[src/rtl/temporal_pkg.sv]
// Shared types and helpers for the binary-to-temporal encoder.
package temporal_pkg;

    typedef enum logic [1:0] {
        IDLE = 2'd0,
        GRST = 2'd1,
        RUN  = 2'd2
    } state_e;

    typedef enum logic [1:0] {
        ENC_RISING  = 2'd0,
        ENC_FALLING = 2'd1,
        ENC_PULSE   = 2'd2
    } enc_mode_e;

    // Any value at or above the cycle width never fires; the cycle width itself is the canonical form.
    function automatic int unsigned inf_val(input int unsigned width);
        return width;
    endfunction

endpackage

[src/rtl/gamma_counter.sv]
// Tick counter for one gamma cycle: synchronous clear, count enable, registered last-tick flag.
module gamma_counter #(
    parameter int unsigned GAMMA_CYCLE_WIDTH = 16,
    parameter int unsigned VAL_W             = $clog2(GAMMA_CYCLE_WIDTH) + 1
) (
    input  logic             i_clk,
    input  logic             i_rst,
    input  logic             i_clr,
    input  logic             i_en,
    output logic [VAL_W-1:0] o_tick,
    output logic [VAL_W-1:0] o_tick_nxt,
    output logic             o_last
);

    localparam logic [VAL_W-1:0] PRE_LAST = VAL_W'(GAMMA_CYCLE_WIDTH - 2);

    logic [VAL_W-1:0] r_tick;
    logic [VAL_W-1:0] w_tick_nxt;
    logic             r_last;
    logic             w_last_nxt;

    always_comb begin
        w_tick_nxt = r_tick;
        if (i_clr) begin
            w_tick_nxt = '0;
        end else if (i_en) begin
            w_tick_nxt = r_tick + VAL_W'(1);
        end
    end

    // Flag is registered one tick early so the last-tick output comes straight from a flop.
    assign w_last_nxt = !i_clr && i_en && (r_tick == PRE_LAST);

    always_ff @(posedge i_clk or posedge i_rst) begin
        if (i_rst) begin
            r_tick <= '0;
            r_last <= 1'b0;
        end else begin
            r_tick <= w_tick_nxt;
            r_last <= w_last_nxt;
        end
    end

    assign o_tick     = r_tick;
    assign o_tick_nxt = w_tick_nxt;
    assign o_last     = r_last;

endmodule

[src/rtl/temporal_encoder.sv]
// Binary-to-temporal front end: one edge-encoded line per channel per gamma cycle,
// plus the gamma reset that clears the downstream comparator latches.
module temporal_encoder
    import temporal_pkg::*;
#(
    parameter int unsigned GAMMA_CYCLE_WIDTH = 16,
    parameter int unsigned PULSE_WIDTH       = 8,
    parameter int unsigned NUM_CH            = 2,
    parameter int unsigned MODE              = 0,
    parameter int unsigned VAL_W             = $clog2(GAMMA_CYCLE_WIDTH) + 1
) (
    input  logic                    clk,
    input  logic                    rst,
    input  logic                    in_valid,
    output logic                    in_ready,
    input  logic [NUM_CH*VAL_W-1:0] in_val,
    output logic                    gamma_rst,
    output logic [NUM_CH-1:0]       line,
    output logic [VAL_W-1:0]        tick,
    output logic                    cycle_done
);

    localparam enc_mode_e        ENC      = enc_mode_e'(MODE[1:0]);
    localparam logic [VAL_W-1:0] INF      = VAL_W'(inf_val(GAMMA_CYCLE_WIDTH));
    localparam logic             IDLE_LVL = (ENC == ENC_FALLING);

    state_e                  r_state;
    state_e                  w_state_nxt;
    logic                    r_grst;
    logic [NUM_CH*VAL_W-1:0] r_val;
    logic [NUM_CH-1:0]       r_line;
    logic [NUM_CH-1:0]       w_line_nxt;
    logic [VAL_W-1:0]        w_tick;
    logic [VAL_W-1:0]        w_tick_nxt;
    logic                    w_last;
    logic                    w_accept;
    logic                    w_run_nxt;

    assign in_ready = !rst && ((r_state == IDLE) || ((r_state == RUN) && w_last));
    assign w_accept = in_valid && in_ready;

    gamma_counter #(
        .GAMMA_CYCLE_WIDTH (GAMMA_CYCLE_WIDTH),
        .VAL_W             (VAL_W)
    ) u_gamma_counter (
        .i_clk      (clk),
        .i_rst      (rst),
        .i_clr      ((r_state != RUN) || w_last),
        .i_en       ((r_state == RUN) && !w_last),
        .o_tick     (w_tick),
        .o_tick_nxt (w_tick_nxt),
        .o_last     (w_last)
    );

    always_comb begin
        w_state_nxt = r_state;
        case (r_state)
            IDLE:    if (w_accept) w_state_nxt = GRST;
            GRST:    w_state_nxt = RUN;
            RUN:     if (w_last) w_state_nxt = w_accept ? GRST : IDLE;
            default: w_state_nxt = IDLE;
        endcase
    end

    assign w_run_nxt = (w_state_nxt == RUN);

    // Lines are computed from the upcoming state/tick so the registered line lines up with tick.
    for (genvar ch = 0; ch < NUM_CH; ch++) begin : gen_ch
        logic [VAL_W-1:0] w_v;
        logic [VAL_W-1:0] w_diff;
        logic             w_ge;
        logic             w_fire;

        assign w_v    = r_val[ch*VAL_W +: VAL_W];
        assign w_ge   = (w_tick_nxt >= w_v);
        assign w_diff = w_tick_nxt - w_v;
        assign w_fire = (ENC == ENC_PULSE) ? (w_ge && (32'(w_diff) < PULSE_WIDTH)) : w_ge;
        assign w_line_nxt[ch] = w_run_nxt ? (w_fire ^ IDLE_LVL) : IDLE_LVL;
    end

    always_ff @(posedge clk or posedge rst) begin
        if (rst) begin
            r_state <= IDLE;
            r_grst  <= 1'b0;
            r_val   <= {NUM_CH{INF}};
            r_line  <= {NUM_CH{IDLE_LVL}};
        end else begin
            r_state <= w_state_nxt;
            r_grst  <= (w_state_nxt == GRST);
            if (w_accept) begin
                r_val <= in_val;
            end
            r_line  <= w_line_nxt;
        end
    end

    assign gamma_rst  = rst || r_grst;
    assign line       = r_line;
    assign tick       = w_tick;
    assign cycle_done = w_last;

endmodule
[config.mk]
export PLATFORM = sky130hd
export DESIGN_NAME = temporal_encoder
export DESIGN_NICKNAME = d
export VERILOG_FILES = /design/src/rtl/temporal_pkg.sv /design/src/rtl/gamma_counter.sv /design/src/rtl/temporal_encoder.sv
export SDC_FILE = /design/constraint.sdc
export NUM_CORES = 1
export LEC_CHECK = 0
export ABC_AREA = 1
export CAP_MARGIN = 20
export CELL_PAD_IN_SITES_DETAIL_PLACEMENT = 0
export CELL_PAD_IN_SITES_GLOBAL_PLACEMENT = 1
export CORE_ASPECT_RATIO = 2
export CORE_UTILIZATION = 39
export DETAILED_ROUTE_END_ITERATION = 6
export PLACE_DENSITY = 0.79
export SLEW_MARGIN = 0
export SYNTH_ARGS = -nofsm -noshare
export SYNTH_HDL_FRONTEND = slang
export SYNTH_SLANG_ARGS = --single-unit
[constraint.sdc]
create_clock -name clk -period 4.9 [get_ports clk]
set_clock_uncertainty 0.05 [all_clocks]
set_input_delay 1.225 -clock clk [delete_from_list [all_inputs] [get_ports clk]]
set_output_delay 1.225 -clock clk [all_outputs]
set_load 0.1 [all_outputs]
==> metrics, run 1 <==
status=completed; post-CTS sizing=0; via count=842; Setup violations, final=0; H-tree level count=1; Hold Path Depth=2; Die Width=about 39 um; clock buffer count from CTS=3; drt initial violations=13; Slew Limit Fails=0; crit path kind=input port to output port; max cap viols=0; worst min-delay path class=flip-flop to flip-flop; RSZ-0062 raised after global routing=no; fin crit period=roughly 3500 ps; Design Power=slightly below 800 uW; clock tree from TritonCTS=built; Worst-Skew Late Latency=approximately 260 ps; Cell Pwr Density=581 mW/mm2; ANT nets after route=0; YS warnings=0; placer congestion estimate=0.766; register area share after synthesis=48.3%; setup TNS=0 ps; GRT Overall Usage=15.4%; synthesized area=roughly 0.0011 mm2; vias in the first global route=just over 800; fin crit share=between 70 and 80%; core area=roughly 0.0026 mm2; die height=roughly 77 um; Leak=0.000738 uW; critical path required time=3620 ps; final net count=approximately 180; post-synth top area cell=dfrtp_1; via/cell ratio=roughly 4.7; Worst EP arrival=around 2200 ps; Final Hold Viols=0; fmax=286 MHz; HPWL after DPL=about 1.6 mm; Synth Instances=about 130; Slew @ Worst Pin=966 ps; Mapped Avg Cell Area=~8.6 um2; Hold Slack=420 ps; Port Buffers=22; remaining global-route overflow=0; largest net degree at the start of global routing=22; hold buffer count at CTS=0; Pre-Repair DR Iteration Count=6; Yosys top cell area share=about 44%; Ports=23; Synth Register Bits=21; clock buffer depth=2; Post-CTS Setup Inserts=0; Residual DRC=0; wirelength, routed=slightly below 2 mm; clk slew on worst S/H paths=approximately 70 ps; initial antenna violation count=0; area grow syn2layout=25.3%; Rows=26; commonest cells after routing, fill and taps aside=44 x nand2_1, 21 x inv_1, 20 x clkdlybuf4s50_1; synth unique cells=18; CP endpoint kind=output port; first-pass GRT wire length=~3.3 mm; Max transition margin=between 30% and 40%; Synth area leaders=dfrtp_1 44%, nand2_1 15%, ha_1 14%; most common cell after layout, fill and taps aside=nand2_1; share of layout cells above drive strength 1=a little over a tenth; Starting Density=about two fifths; CTS root buf=clkbuf_8; post-synth net total=152; Max Fanout on Critical Path=4; CP startpoint kind=input port; cell count of the worst reg-to-reg path=9; Clock Sinks=21; Die Area=between 0.003 and 0.004 mm2; VDD IR max=between 0.2 and 0.3 mV; WL per Instance=10.8 um; antenna diode count=0
## sequential cells by signal (all words and copies together) (netlist names)
name                    cells
u_gamma_counter.o_last      1
r_grst                      1
u_gamma_counter.o_tick      5
line                        2
r_state                     2
r_val                      10
## power by group
group / internal [uW] / total (uW) / leakage, uW / switching (uW)
Sequential: 238 / 274 / 0.000269 / 35.4
Clock: 57.9 / 113 / 0.0000228 / 54.7
Combinational: 122 / 409 / 0.000446 / 286
Total: 419 / 795 / 0.000738 / 376
## synthesized netlist by cell type
cell type and instances:
nand3_1 3, o21ai_2 1, nor3_1 2, nor2_4 1
inv_2 2, or2_2 3, nand2_2 1, dfstp_2 2
xnor2_1 1, buf_6 1, inv_1 21, nor2_1 4
nand3_2 1, ha_1 12, dfrtp_1 19, nand2_1 44
a21oi_1 8, buf_4 1
## critical path, stage by stage
cell,delay (ps)
clkdlybuf4s50_1,460
or2_2,310
buf_4,230
## path summary, 6_finish.rpt
kind / slack, ps / to / start
worst max-delay path: 1400 / gamma_rst / rst
worst min-delay path: 420 / r_val[9]$_DFFE_PP1P_ / r_val[9]$_DFFE_PP1P_
worst max register to register: 2940 / line[1]$_DFF_PP0_ / u_gamma_counter.o_tick[0]$_DFF_PP0_
worst min register to register: 420 / r_val[9]$_DFFE_PP1P_ / r_val[9]$_DFFE_PP1P_
max in group asynchronous: 2860 / line[0]$_DFF_PP0_ / rst
min in group asynchronous: 1450 / u_gamma_counter.o_last$_DFF_PP0_ / rst
## through the flow
stage | utilization, % | instance area [um2] | instances | setup slack (ps)
finish | 52.6 | 1370 | 179 | 1400
global route | 52.6 | 1370 | 179 | 1390
CTS | 52.6 | 1370 | 179 | 1400
detailed placement | 50.9 | 1320 | 175 | 1400
global placement | 50.9 | 1320 | 175 | 1420
floorplan | - | 1090 | 127 | 337
## per-layer routing
layer | GRT usage, % | vias up | wire length, um
li1 | - | 432 | -
met1 | 15.6 | 388 | 763
met2 | 27.4 | 17 | 1080
met3 | 1.73 | 5 | 44
met4 | 8.28 | 0 | 44
met5 | 0 | - | 0
## cells by family (layout without fill, tap and decap cells)
logic type,Yosys count,count (layout),share of synthesized area [%]
simple gates,59,59,23.0
buf+inv,25,49,9.62
flops,21,21,48.3
fa+ha+maj,12,12,13.7
compound gates,9,9,4.47
xor+xnor,1,1,0.802
## layout make-up
class,instances,area [um2]
multi-input cells,81,459
clock buffers,4,45.0
flip-flops and latches,21,528
well taps,28,35.0
repair buffers,22,215
inverters,23,86.3
fillers,272,1230
No activity file was read; power rests on OpenSTA's default activity.
==> inputs of run 2 (changes only) <==
Settings changed: CORE_UTILIZATION 39 to 37, PLACE_DENSITY 0.79 to 0.75.
Clock period 4.9 ns to 3.6 ns, I/O delays scaled along.
==> run 2 against run 1 <==
Net effect:
- combinational power is 38% higher
- utilization is 2.8 points lower
- non-clock buffer count did not move
- clock power increased by 38%
- setup slack worse by 640 ps
- first-iteration DRC count increased by 7.7%
- critical endpoint unchanged
- via count increased by 0.59%
==> metrics, run 2 (synthesis gave the netlist of run 1 again) <==
Worst-Skew Late Latency=260 ps; antenna diode count=0; CTS root buf=clkbuf_8; status=completed; post-CTS sizing=0; area grow syn2layout=26.3%; hold buffer count at CTS=0; Highest Signal Layer=met4; commonest cells after routing, fill and taps aside=44 x nand2_1, 21 x inv_1, 19 x dfrtp_1; vias in the first global route=between 800 and 900; fin cells=between 150 and 200; Worst EP arrival=roughly 1900 ps; first-pass GRT wire length=roughly 3.6 mm; clk slew on worst S/H paths=~70 ps; Starting Density=between 30% and 40%; max cap viols=0; Worst setup startpoint=rst; worst setup margin=between 700 and 800 ps; CP endpoint kind=output port; H-tree level count=1; critical path required time=~2700 ps; Leak=0.000763 uW; WL per Instance=approximately 12 um; switching share of power=between 40% and 50%; largest net degree at the start of global routing=22; CP startpoint kind=input port; internal power=~580 uW; fin crit share=slightly below 80%; hold_sp=r_val[4]$_DFFE_PP1P_; Largest register FFs=10; Layout fillers=roughly 280; Slew Limit Fails=0; multi-input logic area=between 400 and 500 um2; most common cell after layout, fill and taps aside=nand2_1; Post-CTS Setup Inserts=0; Rows=27; Setup violations, final=0; Final Hold Viols=0; routed metal-1 wire length=between 700 and 800 um; share of layout cells above drive strength 1=16.6%; Slew @ Worst Pin=around 810 ps; VDD IR max=around 0.32 mV; initial antenna violation count=0; Port Buffers=22; clock buffer depth=2; fmax=roughly 350 MHz; Clock Power Share=14.2%; Clock Sinks=21; register area=between 500 and 600 um2; die height=approximately 80 um; placed cell count=176; Cell Pwr Density=between 700 and 800 mW/mm2; routed wl met3=between 40 and 50 um; ANT nets after route=0; HPWL after DPL=1.73 mm; fin crit period=about 2800 ps; via/cell ratio=between 4 and 5; remaining global-route overflow=0; Max Fanout on Critical Path=4; dpl ws=roughly 770 ps; RSZ-0062 raised after global routing=no; final net count=~180; clock tree from TritonCTS=built; Ports=23; core area=between 0.002 and 0.003 mm2; Switch Pwr=521 uW; Die Width=around 40 um; Residual DRC=0; crit path kind=input port to output port; placer congestion estimate=approximately 0.72; worst min-delay path class=flip-flop to flip-flop; Largest Register=r_val; Seq pwr share=34.2%; via count=approximately 850; Die Area=0.00319 mm2; Pre-Repair DR Iteration Count=4; clock buffer count from CTS=3; Gate power share=between 50% and 60%; wirelength, routed=roughly 2.1 mm; Max transition margin=a little under half; setup TNS=0 ps; drt initial violations=14; GRT Overall Usage=16.3%; origin of the critical flop-to-flop path=u_gamma_counter.o_tick[0]$_DFF_PP0_; met2 WL=~1.2 mm
[run 2: cell types whose count changed in the layout (fill, tap and decap cells not counted), sizes merged]
cell | before | now
clkdlybuf4s50 | 20 | 12
buf | 2 | 10
[run 2: per-layer routing]
layer	up-vias	global-route usage [%]
li1	430	-
met1	393	15.2
met2	19	30.3
met3	5	1.68
met4	0	9.00
met5	-	0
[run 2: cell type report]
| type | count | share of cell area (%) |
|---|---|---|
| clock buffers | 4 | 3.26 |
| inverters | 23 | 6.26 |
| multi-input cells | 81 | 33.6 |
| flip-flops and latches | 21 | 38.3 |
| repair buffers | 22 | 16.0 |
| well taps | 29 | 2.63 |
[run 2: final timing paths]
kind                                                    end  slack [ps]  cells past startpoint
setup / recovery                                  gamma_rst         760                      3
hold / removal                         r_val[4]$_DFFE_PP1P_         420                      2
setup reg to reg                          line[1]$_DFF_PP0_        1630                      7
hold reg to reg                        r_val[4]$_DFFE_PP1P_         420                      2
max in group asynchronous              r_val[8]$_DFFE_PP0P_        1850                      2
min in group asynchronous  u_gamma_counter.o_last$_DFF_PP0_        1140                      2
[run 2: critical path, stage by stage]
cell and delay (ps):
clkdlybuf4s50_1 460, or2_2 340, buf_12 170
[run 2: power by group through the flow]
stage          Clock [uW]  Combinational [uW]  Sequential (uW)
2_1_floorplan           0                 293              518
3_3_place_gp            0                 553              376
3_5_place_dp            0                 573              380
4_1_cts               162                 576              375
5_1_grt               171                 631              386
6_report              156                 566              375
[run 2: stage by stage]
stage / hold WS, ps / area, um2 / power [uW] / utilization, %
after floorplan: 396 / 1100 / 811 / -
after global placement: 408 / 1340 / 929 / 48.2
after detailed placement: 411 / 1340 / 953 / 48.2
after CTS: 424 / 1380 / 1110 / 49.8
after global routing: 444 / 1380 / 1190 / 49.8
final: 423 / 1380 / 1100 / 49.8
==> inputs of run 3 (changes only) <==
Clock period 3.6 ns to 2.62 ns, I/O delays scaled along.
==> run 3 against run 2 <==
Net effect:
- non-clock buffer count grew 1
- setup slack got worse by 520 ps
- design area increased by 1.1%
- clock power increased by 35%
- combinational power increased by 38%
- critical path type unchanged
- critical endpoint unchanged
==> metrics, run 3 (synthesis gave the netlist of run 1 again) <==
status=completed; RSZ-0062 raised after global routing=no; Design Power=1500 uW; VDD IR max=0.502 mV; Max Fanout on Critical Path=4; met3 Use GR=under 10%; Post-CTS Setup Inserts=0; commonest cells after routing, fill and taps aside=44 x nand2_1, 21 x inv_1, 19 x dfrtp_1; clk slew on worst S/H paths=80 ps; Worst-Skew Late Latency=250 ps; Ports=23; final net count=~180; setup TNS=0 ps; most common cell after layout, fill and taps aside=nand2_1; via/cell ratio=about 4.7; ANT nets after route=0; GRT Overall Usage=16.0%; critical path required time=about 1900 ps; antenna diode count=0; Setup violations, final=0; hold buffer count at CTS=0; clock tree from TritonCTS=built; initial antenna violation count=0; HPWL after DPL=~1.7 mm; fin crit period=2380 ps; die height=a little under 80 um; CP endpoint kind=output port; Final Hold Viols=0; fin crit share=90.8%; post-CTS sizing=0; Pre-Repair DR Iteration Count=4; Slew @ Worst Pin=291 ps; Cell Pwr Density=approximately 1100 mW/mm2; Rows=27; first-pass GRT wire length=about 3.6 mm; remaining global-route overflow=0; Largest Register=r_val; M1 GR Usage=about 16%; CP startpoint kind=input port; Port Buffers=22; core area=~0.0028 mm2; CTS root buf=clkbuf_8; WL per Instance=between 10 and 15 um; most used routing layer=met2; max cap viols=0; Die Area=about 0.0032 mm2; Hold Slack=~420 ps; routing usage on met2=30.3%; vias in the first global route=860; Worst EP arrival=roughly 1700 ps; placer congestion estimate=roughly 0.78; worst min-delay path class=flip-flop to flip-flop; clock buffer depth=2; via count=between 800 and 900; Die Width=~40 um; clock buffer count from CTS=3; Clock Sinks=21; share of layout cells above drive strength 1=roughly 18%; crit path kind=input port to output port; Slew Limit Fails=0; fmax=420 MHz; area grow syn2layout=27.7%; wirelength, routed=between 2 and 2.5 mm; Residual DRC=0; Largest register FFs=10; Max transition margin=between 80% and 90%; drt initial violations=31; Starting Density=39.4%; Leak=between 0.0007 and 0.0008 uW; H-tree level count=1; largest net degree at the start of global routing=22
-- run 3: worst paths after layout --
path / startpoint / to / slack, ps / cells after the start
setup / recovery: rst / gamma_rst / 240 / 3
hold / removal: r_val[9]$_DFFE_PP1P_ / r_val[9]$_DFFE_PP1P_ / 420 / 2
setup reg to reg: u_gamma_counter.o_tick[0]$_DFF_PP0_ / line[1]$_DFF_PP0_ / 670 / 7
hold reg to reg: r_val[9]$_DFFE_PP1P_ / r_val[9]$_DFFE_PP1P_ / 420 / 2
max in group asynchronous: rst / r_val[4]$_DFFE_PP1P_ / 1440 / 3
min in group asynchronous: rst / r_state[1]$_DFF_PP0_ / 810 / 3
-- run 3: routing by layer --
metal | share of wire (%) | vias up
li1 | - | 434
met1 | 39 | 392
met2 | 58 | 15
met3 | 2.4 | 2
met4 | 1.0 | 0
met5 | 0 | -
-- run 3: metrics by stage --
| stage | worst slack [ps] | cell area [um2] | instances | utilization (%) |
|---|---|---|---|---|
| finish | 241 | 1400 | 181 | 50.4 |
| global route | 219 | 1400 | 181 | 50.4 |
| CTS | 243 | 1400 | 181 | 50.4 |
| detailed placement | 244 | 1350 | 177 | 48.7 |
| global placement | 254 | 1350 | 177 | 48.7 |
| floorplan | 94.3 | 1100 | 127 | - |
-- run 3: where the power goes --
part           leakage [uW]  total [uW]  internal (uW)  switching [uW]
logic              0.000477         780            239             542
registers          0.000269         515            446            68.5
clock network     0.0000255         210            106             104
-- run 3: cell type report --
| type | count | area (um2) |
|---|---|---|
| Fill cell | 279 | 1380 |
| Sequential cell | 21 | 528 |
| Multi-Input combinational cell | 81 | 470 |
| Timing Repair Buffer | 23 | 228 |
| Inverter | 23 | 86.3 |
| Clock buffer | 3 | 41.3 |
| Tap cell | 29 | 36.3 |
| Clock inverter | 1 | 5.00 |
-- run 3: critical path, stage by stage --
cell	delay, ps
clkdlybuf4s50_1	490
or2_2	350
buf_12	170
==> RTL edit: new RTL, flow settings as in run 1 <==
Encoding of `state_e`: now one-hot (3 bits for 3 states).
--- a/src/rtl/temporal_pkg.sv
+++ b/src/rtl/temporal_pkg.sv
@@ -1,10 +1,10 @@
 // Shared types and helpers for the binary-to-temporal encoder.
 package temporal_pkg;
 
-    typedef enum logic [1:0] {
-        IDLE = 2'd0,
-        GRST = 2'd1,
-        RUN  = 2'd2
+    typedef enum logic [2:0] {
+        IDLE = 3'b001,
+        GRST = 3'b010,
+        RUN  = 3'b100
     } state_e;
 
     typedef enum logic [1:0] {
Behaviour: no difference found for any inputs over 10 cycles, from zero or initial values and one cycle with rst high; not proved beyond that.
==> RTL edit against run 1 <==
  * Sequential power fell by 2%
  * Synthesized area rose by 14%
  * Sequential cell count rose by 1
  * Wire length rose by 17%
  * Cell count rose by 12%
  * Utilization fell by 1.5 points
  * Setup slack improved by 0.0089 ns
  * Power fell by 17%
  * Final area rose by 11%
  * Synthesized cell count rose by 16%
  * Critical path type unchanged
==> RTL edit: results (changes against run 1) <==
| Quantity | Reported | Change |
|---|---|---|
| Run status | completed |  |
| Share of synthesized registers carrying an async set or reset | 100.0% | unchanged |
| Total negative setup slack | 0 ns | unchanged |
| Number of instances on the worst hold path | 2 | unchanged |
| Hold WS | 0.4135 ns | -0.006577 ns |
| # nets final | 196 | +11% |
| Yosys synthesis warning count | 0 | unchanged |
| Destination of the worst hold path | r_val[4] |  |
| CP max-delay cell | sky130_fd_sc_hd__clkdlybuf4s50_1 |  |
| Reg-to-reg slack, setup | 2.89 ns | -0.05 ns |
| Detailed-route vias per instance | 4.930 | +4.8% |
| Crit path DAT | 2.22 ns | about the same |
| Largest register FFs | 10 | unchanged |
| Delay contributed by the slowest stage of the critical path | 0.44 ns | -0.02 ns |
| Via count of the first global-routing pass | 995 | +23% |
| Count of H-tree levels built during CTS | 1 | unchanged |
| Worst supply voltage drop on vdd | 237.5 uV | -15% |
| Total half-perimeter wirelength after legalization and detailed placement | 1871 um | +21% |
| Startpoint of the worst-slack reg-to-reg timing path | r_state[1] |  |
| Crit path max-delay family | buffers and inverters |  |
| Net count after synthesis | 172 | +13% |
| Reg2reg path depth | 12 | +3 |
| First-pass GRT wire length | 4140 um | +26% |
| Proportion of layout cells with a drive suffix above 1 | 11.76% | +1.2 points |
| Number of distinct standard cells referenced by the synthesized netlist | 23 | +5 |
| Global-route usage over all layers | 15.80% | +0.43 points |
| Worst flop-to-flop path endpoint | line[0] |  |
| Final wirelength | 2264 um | +17% |
| Launch instance of the worst min-delay path | r_val[4] |  |
| IO buf count | 22 | unchanged |
| Insertion delay to the later sink of the worst-skew pair | 0.26 ns | about the same |
| Instance area at placement | 0.001475 mm^2 | +11% |
| Number of optimization iterations in the first detailed-route pass | 4 | -2 |
| Cells taking the most area after synthesis | sky130_fd_sc_hd__dfrtp_1, sky130_fd_sc_hd__ha_1, sky130_fd_sc_hd__nand2_1 |  |
| Leakage component of the power | 0.7928 nW | +7.5% |
| Initial detailed-routing violation count | 21 | +8 |
| Actual transition at the worst max-transition pin | 0.9606 ns | -0.005290 ns |
| Clock transition at the registers of the reported paths | 0.08 ns |  |
| Number of sinks on the clock net | 22 | +4.8% |
| Largest net degree at the start of global routing | 20 | -9.1% |
| Placer Congestion | 0.7628 | -0.44% |
| Ranking of synthesized cells by instance count | sky130_fd_sc_hd__nand2_1, sky130_fd_sc_hd__inv_1, sky130_fd_sc_hd__dfrtp_1 |  |
| Critical-path maximum fanout | 3 | -1 |
| Proportion of synthesized chip area in sequential cells | 44.57% | -3.8 points |
| Max Buffers Root-to-Sink | 2 | unchanged |
| Cts bufs inserted | 3 | unchanged |
RTL edit: area by class of cell:
class / count / area [um^2]
Fill cell: 284 / 1458
Timing Repair Buffer: 23 / 222.7
Inverter: 26 / 97.59
Tap cell: 30 / 37.54
Multi-Input combinational cell: 95 / 563.0
Sequential cell: 22 / 554.3
Clock buffer: 4 / 45.04
RTL edit: power breakdown:
group	switching [W]	total [W]	internal, W
Combinational	0.000179	0.000276	0.0000964
Sequential	0.0000284	0.000269	0.000240
Clock	0.0000570	0.000115	0.0000580
Total	0.000264	0.000659	0.000395
RTL edit: cells by family (layout without fill, tap and decap cells):
group	after synthesis	count (layout)	share of synthesized area [%]
and+or+nand+nor	76	76	29.78
xor gates and xnor gates	2	2	1.409
adders and majority gates	12	12	12.07
AOI/OAI and AO/OA	5	5	2.012
buffers and inverters	30	53	10.16
DFF	22	22	44.57
RTL edit: worst max path at each step:
stage	start	end
2_1_floorplan	rst	in_ready
3_3_place_gp	rst	gamma_rst
3_5_place_dp	rst	gamma_rst
4_1_cts	rst	gamma_rst
5_1_grt	rst	gamma_rst
6_report	rst	gamma_rst
RTL edit: metrics by stage:
step	std cells	power, W	worst slack, ns
CTS	200	0.0006697	1.414
global placement	196	0.0005399	1.448
detailed placement	196	0.0005511	1.414
floorplan	147	0.0004964	0.9391
global route	200	0.0007253	1.389
finish	200	0.0006593	1.409
RTL edit: layer usage:
layer  global-route usage [%]  vias up  share of wire, %
met5                        0        -                 0
li1                         -      513                 -
met4                    6.774        0               2.1
met3                    1.978        5               2.5
met2                    31.56       22                58
met1                    15.74      446                37
